File: config.mk
export PLATFORM = sky130hd
export DESIGN_NAME = if_fetch_ctrl_flat
export DESIGN_NICKNAME = d
export VERILOG_FILES = /design/src/rtl/if_fetch_ctrl_pkg.sv /design/src/rtl/if_fetch_ctrl_if.sv /design/src/rtl/if_fetch_ctrl.sv /design/src/flat_wrapper.sv
export SDC_FILE = /design/constraint.sdc
export NUM_CORES = 1
export LEC_CHECK = 0
export ABC_AREA = 1
export CELL_PAD_IN_SITES_DETAIL_PLACEMENT = 0
export CELL_PAD_IN_SITES_GLOBAL_PLACEMENT = 1
export CORE_ASPECT_RATIO = 1.2
export CORE_MARGIN = 3
export CORE_UTILIZATION = 31
export DETAILED_ROUTE_END_ITERATION = 6
export GPL_TIMING_DRIVEN = 0
export PLACE_DENSITY_LB_ADDON = 0.05
export SKIP_CTS_REPAIR_TIMING = 1
export SLEW_MARGIN = 30
export SYNTH_ARGS = -nofsm -noshare
export SYNTH_HDL_FRONTEND = slang
export SYNTH_SLANG_ARGS = --single-unit
File: constraint.sdc
create_clock -name clk -period 1.6 [get_ports clk]
set_input_delay 0.16 -clock clk [delete_from_list [all_inputs] [get_ports clk]]
set_output_delay 0.16 -clock clk [all_outputs]
set_load 0.05 [all_outputs]
File: src/rtl/if_fetch_ctrl_pkg.sv
// Shared CPU parameter header for the IF0 fetch stage.
// Holds the reset PC, the datapath width, the fetch FSM encoding and the PC
// increment helper.
package if_fetch_ctrl_pkg;

    // Address/data width of the fetch path.
    localparam int WORD = 32;

    // Fetch PC after reset.
    localparam logic [WORD-1:0] PC_RST = 32'h1c00_0000;

    // Fetch FSM encoding (kept as plain 2-bit constants for legacy users).
    localparam logic [1:0] ST_REQ  = 2'd0;  // ready to issue a request
    localparam logic [1:0] ST_WAIT = 2'd1;  // request accepted, awaiting data
    localparam logic [1:0] ST_HOLD = 2'd2;  // data arrived during a stall, held
    localparam logic [1:0] ST_DROP = 2'd3;  // redirected, discard pending data

    // Sequential next PC; wraps modulo 2^WORD.
    function automatic logic [WORD-1:0] pc_incr(input logic [WORD-1:0] pc);
        pc_incr = pc + 32'd4;
    endfunction

endpackage

File: src/rtl/if_fetch_ctrl_if.sv
// Handshake bundle between the IF0 fetch controller, the pipeline control
// logic, the ICache and the IF0->IF1 register.
interface if_fetch_ctrl_if;
    import if_fetch_ctrl_pkg::*;

    logic            stall_in;
    logic            redirect_valid;
    logic [WORD-1:0] redirect_pc;
    logic            icache_req;
    logic [WORD-1:0] icache_addr;
    logic            icache_addr_ok;
    logic            icache_data_ok;
    logic [WORD-1:0] if0_pc;
    logic            if0_valid;
    logic [31:0]     fetch_cnt;

    // Fetch controller side.
    modport master (
        input  stall_in,
        input  redirect_valid,
        input  redirect_pc,
        output icache_req,
        output icache_addr,
        input  icache_addr_ok,
        input  icache_data_ok,
        output if0_pc,
        output if0_valid,
        output fetch_cnt
    );

    // Pipeline / ICache side.
    modport slave (
        output stall_in,
        output redirect_valid,
        output redirect_pc,
        input  icache_req,
        input  icache_addr,
        output icache_addr_ok,
        output icache_data_ok,
        input  if0_pc,
        input  if0_valid,
        input  fetch_cnt
    );

endinterface

File: src/rtl/if_fetch_ctrl.sv
// IF0 fetch controller: owns the fetch PC, keeps at most one ICache request
// outstanding, applies stalls and redirects, discards stale responses after
// a redirect and presents PC/valid to the IF0->IF1 register.
module if_fetch_ctrl
    import if_fetch_ctrl_pkg::*;
(
    input  logic            clk,
    input  logic            rst,
    if_fetch_ctrl_if.master fetch_if
);

    logic [1:0]      state_q, state_d;
    logic [WORD-1:0] pc_q, pc_d;
    logic [WORD-1:0] hold_pc_q, hold_pc_d;
    logic [31:0]     fetch_cnt_q, fetch_cnt_d;
    logic            req_s;
    logic            deliver_s;

    // Next-state, PC and hold-register logic; redirect outranks stall/delivery.
    always_comb begin
        state_d   = state_q;
        pc_d      = pc_q;
        hold_pc_d = hold_pc_q;
        deliver_s = 1'b0;
        req_s     = (state_q == ST_REQ) && !fetch_if.stall_in &&
                    !fetch_if.redirect_valid && !rst;

        case (state_q)
            ST_REQ: begin
                // A response here cannot belong to us; it is ignored.
                if (fetch_if.redirect_valid) begin
                    pc_d = fetch_if.redirect_pc;
                end else if (req_s && fetch_if.icache_addr_ok) begin
                    state_d = ST_WAIT;
                end else begin
                    state_d = ST_REQ;
                end
            end
            ST_WAIT: begin
                if (fetch_if.redirect_valid) begin
                    pc_d = fetch_if.redirect_pc;
                    if (fetch_if.icache_data_ok) begin
                        state_d = ST_REQ;
                    end else begin
                        state_d = ST_DROP;
                    end
                end else if (fetch_if.icache_data_ok) begin
                    pc_d = pc_incr(pc_q);
                    if (!fetch_if.stall_in) begin
                        deliver_s = 1'b1;
                        state_d   = ST_REQ;
                    end else begin
                        hold_pc_d = pc_q;
                        state_d   = ST_HOLD;
                    end
                end else begin
                    state_d = ST_WAIT;
                end
            end
            ST_HOLD: begin
                if (fetch_if.redirect_valid) begin
                    pc_d    = fetch_if.redirect_pc;
                    state_d = ST_REQ;
                end else if (!fetch_if.stall_in) begin
                    deliver_s = 1'b1;
                    state_d   = ST_REQ;
                end else begin
                    state_d = ST_HOLD;
                end
            end
            ST_DROP: begin
                // A later redirect just retargets; the stale response is
                // still outstanding until data_ok.
                if (fetch_if.redirect_valid) begin
                    pc_d = fetch_if.redirect_pc;
                end else begin
                    pc_d = pc_q;
                end
                if (fetch_if.icache_data_ok) begin
                    state_d = ST_REQ;
                end else begin
                    state_d = ST_DROP;
                end
            end
            default: begin
                state_d = ST_REQ;
            end
        endcase

        fetch_cnt_d = deliver_s ? (fetch_cnt_q + 32'd1) : fetch_cnt_q;
    end

    // State, PC, hold PC and delivered-fetch counter registers.
    always_ff @(posedge clk) begin
        if (rst) begin
            state_q     <= ST_REQ;
            pc_q        <= PC_RST;
            hold_pc_q   <= '0;
            fetch_cnt_q <= 32'd0;
        end else begin
            state_q     <= state_d;
            pc_q        <= pc_d;
            hold_pc_q   <= hold_pc_d;
            fetch_cnt_q <= fetch_cnt_d;
        end
    end

    // The ICache handshake and IF0->IF1 valid are same-cycle signals by
    // protocol; both are forced low while reset is held.
    assign fetch_if.icache_req  = req_s;
    assign fetch_if.icache_addr = pc_q;
    assign fetch_if.if0_valid   = deliver_s && !rst;
    assign fetch_if.if0_pc      = (state_q == ST_HOLD) ? hold_pc_q : pc_q;
    assign fetch_if.fetch_cnt   = fetch_cnt_q;

endmodule
File: src/flat_wrapper.sv
// flat-port wrapper written by rule: the top's interface ports become plain ports
module if_fetch_ctrl_flat import if_fetch_ctrl_pkg::*;
  (clk, rst, fetch_if_stall_in, fetch_if_redirect_valid, fetch_if_redirect_pc, fetch_if_icache_req, fetch_if_icache_addr, fetch_if_icache_addr_ok, fetch_if_icache_data_ok, fetch_if_if0_pc, fetch_if_if0_valid, fetch_if_fetch_cnt);
  if_fetch_ctrl_if fetch_if_i ();
  input  logic clk;
  input  logic rst;
  input wire logic [$bits(fetch_if_i.stall_in)-1:0] fetch_if_stall_in;
  input wire logic [$bits(fetch_if_i.redirect_valid)-1:0] fetch_if_redirect_valid;
  input wire logic [$bits(fetch_if_i.redirect_pc)-1:0] fetch_if_redirect_pc;
  output wire logic [$bits(fetch_if_i.icache_req)-1:0] fetch_if_icache_req;
  output wire logic [$bits(fetch_if_i.icache_addr)-1:0] fetch_if_icache_addr;
  input wire logic [$bits(fetch_if_i.icache_addr_ok)-1:0] fetch_if_icache_addr_ok;
  input wire logic [$bits(fetch_if_i.icache_data_ok)-1:0] fetch_if_icache_data_ok;
  output wire logic [$bits(fetch_if_i.if0_pc)-1:0] fetch_if_if0_pc;
  output wire logic [$bits(fetch_if_i.if0_valid)-1:0] fetch_if_if0_valid;
  output wire logic [$bits(fetch_if_i.fetch_cnt)-1:0] fetch_if_fetch_cnt;
  assign fetch_if_i.stall_in = fetch_if_stall_in;
  assign fetch_if_i.redirect_valid = fetch_if_redirect_valid;
  assign fetch_if_i.redirect_pc = fetch_if_redirect_pc;
  assign fetch_if_icache_req = fetch_if_i.icache_req;
  assign fetch_if_icache_addr = fetch_if_i.icache_addr;
  assign fetch_if_i.icache_addr_ok = fetch_if_icache_addr_ok;
  assign fetch_if_i.icache_data_ok = fetch_if_icache_data_ok;
  assign fetch_if_if0_pc = fetch_if_i.if0_pc;
  assign fetch_if_if0_valid = fetch_if_i.if0_valid;
  assign fetch_if_fetch_cnt = fetch_if_i.fetch_cnt;
  if_fetch_ctrl u_core (.clk(clk), .rst(rst), .fetch_if(fetch_if_i));
endmodule
==> results.md, run 1 <==
* Count of pins over their slew limit at 0
* Commonest non-fill, non-tap cell in the layout: nand2_1
* P&R area growth vs syn at 63.7%
* Antenna Violating Nets Remaining at 0
* Yosys reg bits at 98
* Setup TNS at -11.41 ns
* CTS Buf Count at 9
* Slowest CP cell: dfxtp_4
* Type of the worst setup path: reg2out
* GRT Overall Usage at 0.225
* Placed cell area at between 7000 and 8000 µm²
* CP arrival at approximately 1.8 ns
* Cells after synthesis at about 940
* Synthesis Warnings at 0
* Die Area at roughly 20000 µm²
* Mapped Nets at 989
* Pwr/cell area at around 650 nW/µm²
* Mean routed wirelength per cell at ~18 µm
* CP Capture Type: output port
* Port Buffers at approximately 140
* Tcrit/Tclk final at 1.22
* Worst-Margin Slew at between 0.8 and 0.9 ns
* Yosys cell types at 37
* I/O pin cnt at 136
* DR WL met2 at approximately 13 mm
* Unrepaired setup endpoints after global routing: true
* Synth Area per Inst at 6.16 µm²
* Vias in the first global route at 6200
* Critical Path Source Type: flip-flop
* Final setup vio count at 70
* H-tree levels at 3
* Seq/Total Area, Yosys at 0.338
* Min Tclk post-route at between 1.5 and 2 ns
* Met1 Wirelength at about 10 mm
* Flop pwr share at 0.423
* Initial antenna violation count at 0
* Drt initial violations at 426
* Commonest cells after routing, fill and taps aside: 248 x nand2_1, 123 x nor2_1, 74 x inv_1
* Final Worst Setup Slack at -0.344 ns
* Delay-heaviest family, CP: buffers and inverters
* First-pass GRT wire length at around 35 mm
* Relative slew slack at 0.404
* Worst Path Max Fanout at 10
* F_max at 0.514 GHz
* GRT overflow at 0
* Max Cap Viol at 0
* Die width at 131 µm
* Clock transition at path regs at about 0.080 ns
* Comb pwr share at 0.224
* Drt first pass iters at 5
* Routed WL at about 25 mm
* CP peak stage delay at 0.38 ns
* Post-synth EDFFs at 0
* Async set-or-reset flop fraction in the synthesized netlist at 0
* Final instance area at 9500 µm²
* Ant. Diodes at 0
* Leakage at about 4.6 nW
* Clk_lat worst skew at roughly 0.36 ns
* Root Driver: clkbuf_16
* Mapped Area at 5810 µm²
* CTS Sinks at a little under 100
* Detailed-route via count at roughly 7000
* Dpl hpwl at around 18 mm
* Clock Power Share at 0.353
* Die height at between 150 and 200 µm
* Top Metal Used: met4
* Violated checks: negative setup slack
* Core area at 18300 µm²
* Internal power at a little over 4 mW
* Most used cell along the critical path: clkbuf_4
* Sw frac at 0.334
* Met3 Wirelength at roughly 950 µm
* Status: finished, violations left
* Worst path bufs/invs at 3
* GPL Wtd Cong at roughly 0.9
* Bufs on Longest Clock Path at 2
* Worst hold path class: in2reg
* Ys flop type: dfxtp_1
* Maximum VDD drop at just under 700 µV
* Largest net degree at the start of global routing at 17
* Critical Path RT at roughly 1.4 ns
* Avg Vias per Cell at 5.01
* Final Hold Vio Count at 0
* DRC viols at 0
* CTS tree: built
* Final nets at 1177
* Layout cell share with drive strength beyond 1 at 0.290
* Initial Util at 0.317
* Max Clock Skew at between 0.007 and 0.008 ns
* Net Sw Power at approximately 2.1 mW
* CP cell instances: inv_4 > ha_4 > clkbuf_4 > nand2_1 > o21ai_4 > clkbuf_4
* Rows at between 50 and 60
[power by group through the flow]
stage                     Combinational, mW  Sequential, mW  Clock (mW)
after floorplan                       0.568            2.83           0
after global placement                 1.23            2.67           0
after detailed placement               1.23            2.66           0
after CTS                              1.24            2.61        2.22
after global routing                   1.45            2.62        2.32
final                                  1.38            2.61        2.18
[worst min-delay path: stages]
cell and delay (ns):
clkdlybuf4s50_1 0.39, nand2_1 0.06, a31oi_1 0.07
[metal layers]
layer / global-route usage / vias to the layer above
li1: - / 3435
met1: 0.274 / 3284
met2: 0.406 / 193
met3: 0.0291 / 45
met4: 0.0691 / 0
met5: 0 / -
[kinds of logic after synthesis]
group / share of synthesized area
AND/OR/NAND/NOR: 0.380
XOR/XNOR: 0.00754
flip-flops: 0.338
buffers and inverters: 0.0858
AO/OA/AOI/OAI: 0.172
adder cells (fa/ha/maj): 0.0172
[final timing paths]
check,endpoint,slack (ns),cells past startpoint,start
setup / recovery,fetch_if_if0_pc[24],-0.34,6,u_core.state_q[0]
hold / removal,u_core.fetch_if.icache_addr[3],0.37,3,fetch_if_redirect_pc[3]
setup reg to reg,u_core.fetch_if.fetch_cnt[12],-0.26,12,u_core.state_q[0]
hold reg to reg,u_core.fetch_if.fetch_cnt[6],0.48,2,u_core.fetch_if.fetch_cnt[6]
[cell usage after synthesis (2+ instances only)]
cell        n  share of area
o21a_1      2         0.0026
nand4_1     7         0.0075
a21oi_1    74          0.064
nand3b_1    9          0.012
nand2_2     3         0.0032
nor2_4      5         0.0097
o21ai_0    88          0.076
nor2_1    147          0.095
nor3_2      3         0.0052
o211ai_1    2         0.0026
inv_1      80          0.052
o221ai_1    5         0.0075
nor2_2      9         0.0097
a31oi_1     3         0.0032
clkbuf_1   27          0.017
ha_1        8          0.017
xor2_1      5         0.0075
nor3_1      8         0.0069
nand3_2     3         0.0052
buf_4       3         0.0039
a211oi_1    3         0.0039
inv_2       9         0.0058
buf_2       8         0.0069
dfxtp_1    98           0.34
nand2_1   272           0.18
o21ai_1     6         0.0052
nand3_1    46          0.040
[stage by stage]
step	worst slack [ns]	power, mW	utilization	instances	hold slack (ns)
floorplan	0.00214	3.40	-	943	0.295
global route	-0.386	6.40	0.519	1388	0.388
global placement	-1.27	3.90	0.427	1330	0.468
CTS	-1.51	6.07	0.442	1346	0.366
finish	-0.344	6.17	0.519	1388	0.366
detailed placement	-1.27	3.90	0.427	1330	0.467
[layout make-up]
type,count,area (µm²)
clock buffer,10,239
inverter,89,365
buffer,37,368
clock inverter,6,40.0
multi-input combinational,718,4100
tap,252,315
timing repair buffer,178,2040
sequential,98,2030
fill,1832,8810
[state kept, by name, indices dropped and copies added (netlist names)]
signal,cells
u_core.fetch_if.fetch_cnt,32
u_core.fetch_if.icache_addr,32
u_core.hold_pc_q,32
u_core.state_q,2
Note: power is estimated with default switching activity, not from simulation.
==> run 2, diff against run 1 <==
CAP_MARGIN = 20   (was not set)
CELL_PAD_IN_SITES_DETAIL_PLACEMENT = 1   (was 0)
==> results.md, run 2 (synthesis results as in run 1) <==
* CTS Buf Count at 9
* Fin cells at approximately 1400
* I/O pin cnt at about 140
* Leakage at 4.68 nW
* Grt peak-use layer: met2
* Drt first pass iters at 7
* Mean routed wirelength per cell at ~19 µm
* First-pass GRT wire length at about 37 mm
* Hold_ws at slightly below 0.4 ns
* H-tree levels at 3
* Status: finished, violations left
* Relative slew slack at 0.283
* Largest net degree at the start of global routing at 16
* FF-to-FF path depth at 8
* Critical path depth at 6
* Worst path bufs/invs at 3
* Initial Util at 0.317
* Unrepaired setup endpoints after global routing: true
* Dpl hpwl at about 19 mm
* Detailed-route via count at 7224
* CTS Sinks at 98
* Fillers at 2243
* Slowest CP cell: dfxtp_4
* Antenna Violating Nets Remaining at 0
* Routed WL at approximately 27 mm
* Worst-Margin Slew at roughly 1.1 ns
* Port Buffers at 135
* GPL Wtd Cong at around 0.91
* Worst hold path class: in2reg
* Pwr/cell area at ~660 nW/µm²
* Commonest non-fill, non-tap cell in the layout: nand2_1
* Clk_lat worst skew at approximately 0.36 ns
* GR Util met3 at 0.0260
* DRC viols at 0
* CTS tree: built
* CP peak stage delay at roughly 0.37 ns
* Tcrit/Tclk final at 1.22
* Vias in the first global route at 6903
* Critical Path RT at about 1.4 ns
* Final Hold Vio Count at 0
* Die width at 131 µm
* Avg Vias per Cell at approximately 5.2
* Delay-heaviest family, CP: buffers and inverters
* Max Clock Skew at approximately 0.0081 ns
* Drt initial violations at ~270
* M1 GR Usage at 0.283
* Commonest cells after routing, fill and taps aside: 243 x nand2_1, 122 x nor2_1, 75 x inv_1
* Count of pins over their slew limit at 0
* Critical Path Source Type: flip-flop
* Area of the multi-input gates at approximately 4200 µm²
* Hold Path Cell Cnt at 3
* Most used cell along the critical path: clkbuf_4
* Initial antenna violation count at 0
* Die height at ~160 µm
* GRT overflow at 0
* Type of the worst setup path: reg2out
* Root Driver: clkbuf_16
* Total Power at about 6.5 mW
* Core area at between 15000 and 20000 µm²
* Rows at 54
* Die Area at around 20000 µm²
* Final setup vio count at approximately 110
* Max Cap Viol at 0
* Violated checks: negative setup slack
* GRT Overall Usage at 0.237
* Worst Path Max Fanout at 10
* Maximum VDD drop at between 400 and 500 µV
* P&R area growth vs syn at 69.6%
* Met2 usage at 0.438
* Pre-CTS setup slack at -1.27 ns
* CP cell instances: inv_4 > ha_4 > clkbuf_4 > nand2_1 > o21ai_4 > clkbuf_4
* CP Capture Type: output port
* Layout cell share with drive strength beyond 1 at 0.316
* Final Worst Setup Slack at -0.350 ns
* Placed Instances at around 1300
* Min Tclk post-route at roughly 1.9 ns
* Setup TNS at -16.46 ns
* Clock transition at path regs at 0.07 ns
* Final nets at around 1200
* F_max at ~0.5 GHz
* Placed cell area at around 8000 µm²
* Final instance area at 9850 µm²
* CP arrival at ~1.8 ns
* Ant. Diodes at 0
* Register area at about 2000 µm²
* Bufs on Longest Clock Path at 2
* Final core utilization at 0.538
-- run 2: cell count changes in the layout (fill, tap and decap cells not counted), sizes merged --
cell,before,now
buf,80,92
bufinv,0,2
inv,90,88
clkdlybuf4s50,35,36
clkinvlp,2,1
dlymetal6s2s,66,65
-- run 2: per-layer routing --
layer	routed length, µm	vias to the layer above
met5	0	-
met4	1090	0
met3	1060	56
met2	14400	186
met1	10700	3538
li1	-	3444
-- run 2: cell type report --
| type | count | area share |
|---|---|---|
| flip-flops and latches | 98 | 0.207 |
| repair buffers | 189 | 0.220 |
| inverters | 89 | 0.0366 |
| plain buffers | 37 | 0.0423 |
| multi-input cells | 718 | 0.430 |
| clock buffers | 11 | 0.0247 |
| clock inverters | 5 | 0.00788 |
| well taps | 252 | 0.0320 |
-- run 2: power breakdown --
part | internal, mW | leakage, nW | switching [mW] | total (mW)
logic | 0.523 | 3.70 | 0.911 | 1.43
clock network | 1.41 | 0.157 | 1.05 | 2.46
registers | 2.50 | 0.817 | 0.112 | 2.61
total | 4.44 | 4.68 | 2.07 | 6.51
-- run 2: final timing paths --
| check | startpoint | slack [ns] | endpoint |
|---|---|---|---|
| max | u_core.state_q[0] | -0.35 | fetch_if_if0_pc[21] |
| min | fetch_if_redirect_pc[2] | 0.39 | u_core.fetch_if.icache_addr[2] |
| max reg2reg | u_core.state_q[0] | -0.28 | u_core.fetch_if.icache_addr[14] |
| min reg2reg | u_core.fetch_if.fetch_cnt[6] | 0.49 | u_core.fetch_if.fetch_cnt[6] |
-- run 2: worst reg2reg max path, cell delays in order, from the launching register on --
cell,delay (ns)
dfxtp_4,0.39
buf_12,0.11
ha_1,0.21
inv_1,0.10
nor2_2,0.25
buf_6,0.22
inv_2,0.13
nor4_1,0.30
nor3_1,0.07
==> run 3, diff against run 2 <==
GPL_ROUTABILITY_DRIVEN = 0   (was not set)
==> results of run 3 <==
The final DEF is identical to that of run 2; final timing and power are the same.
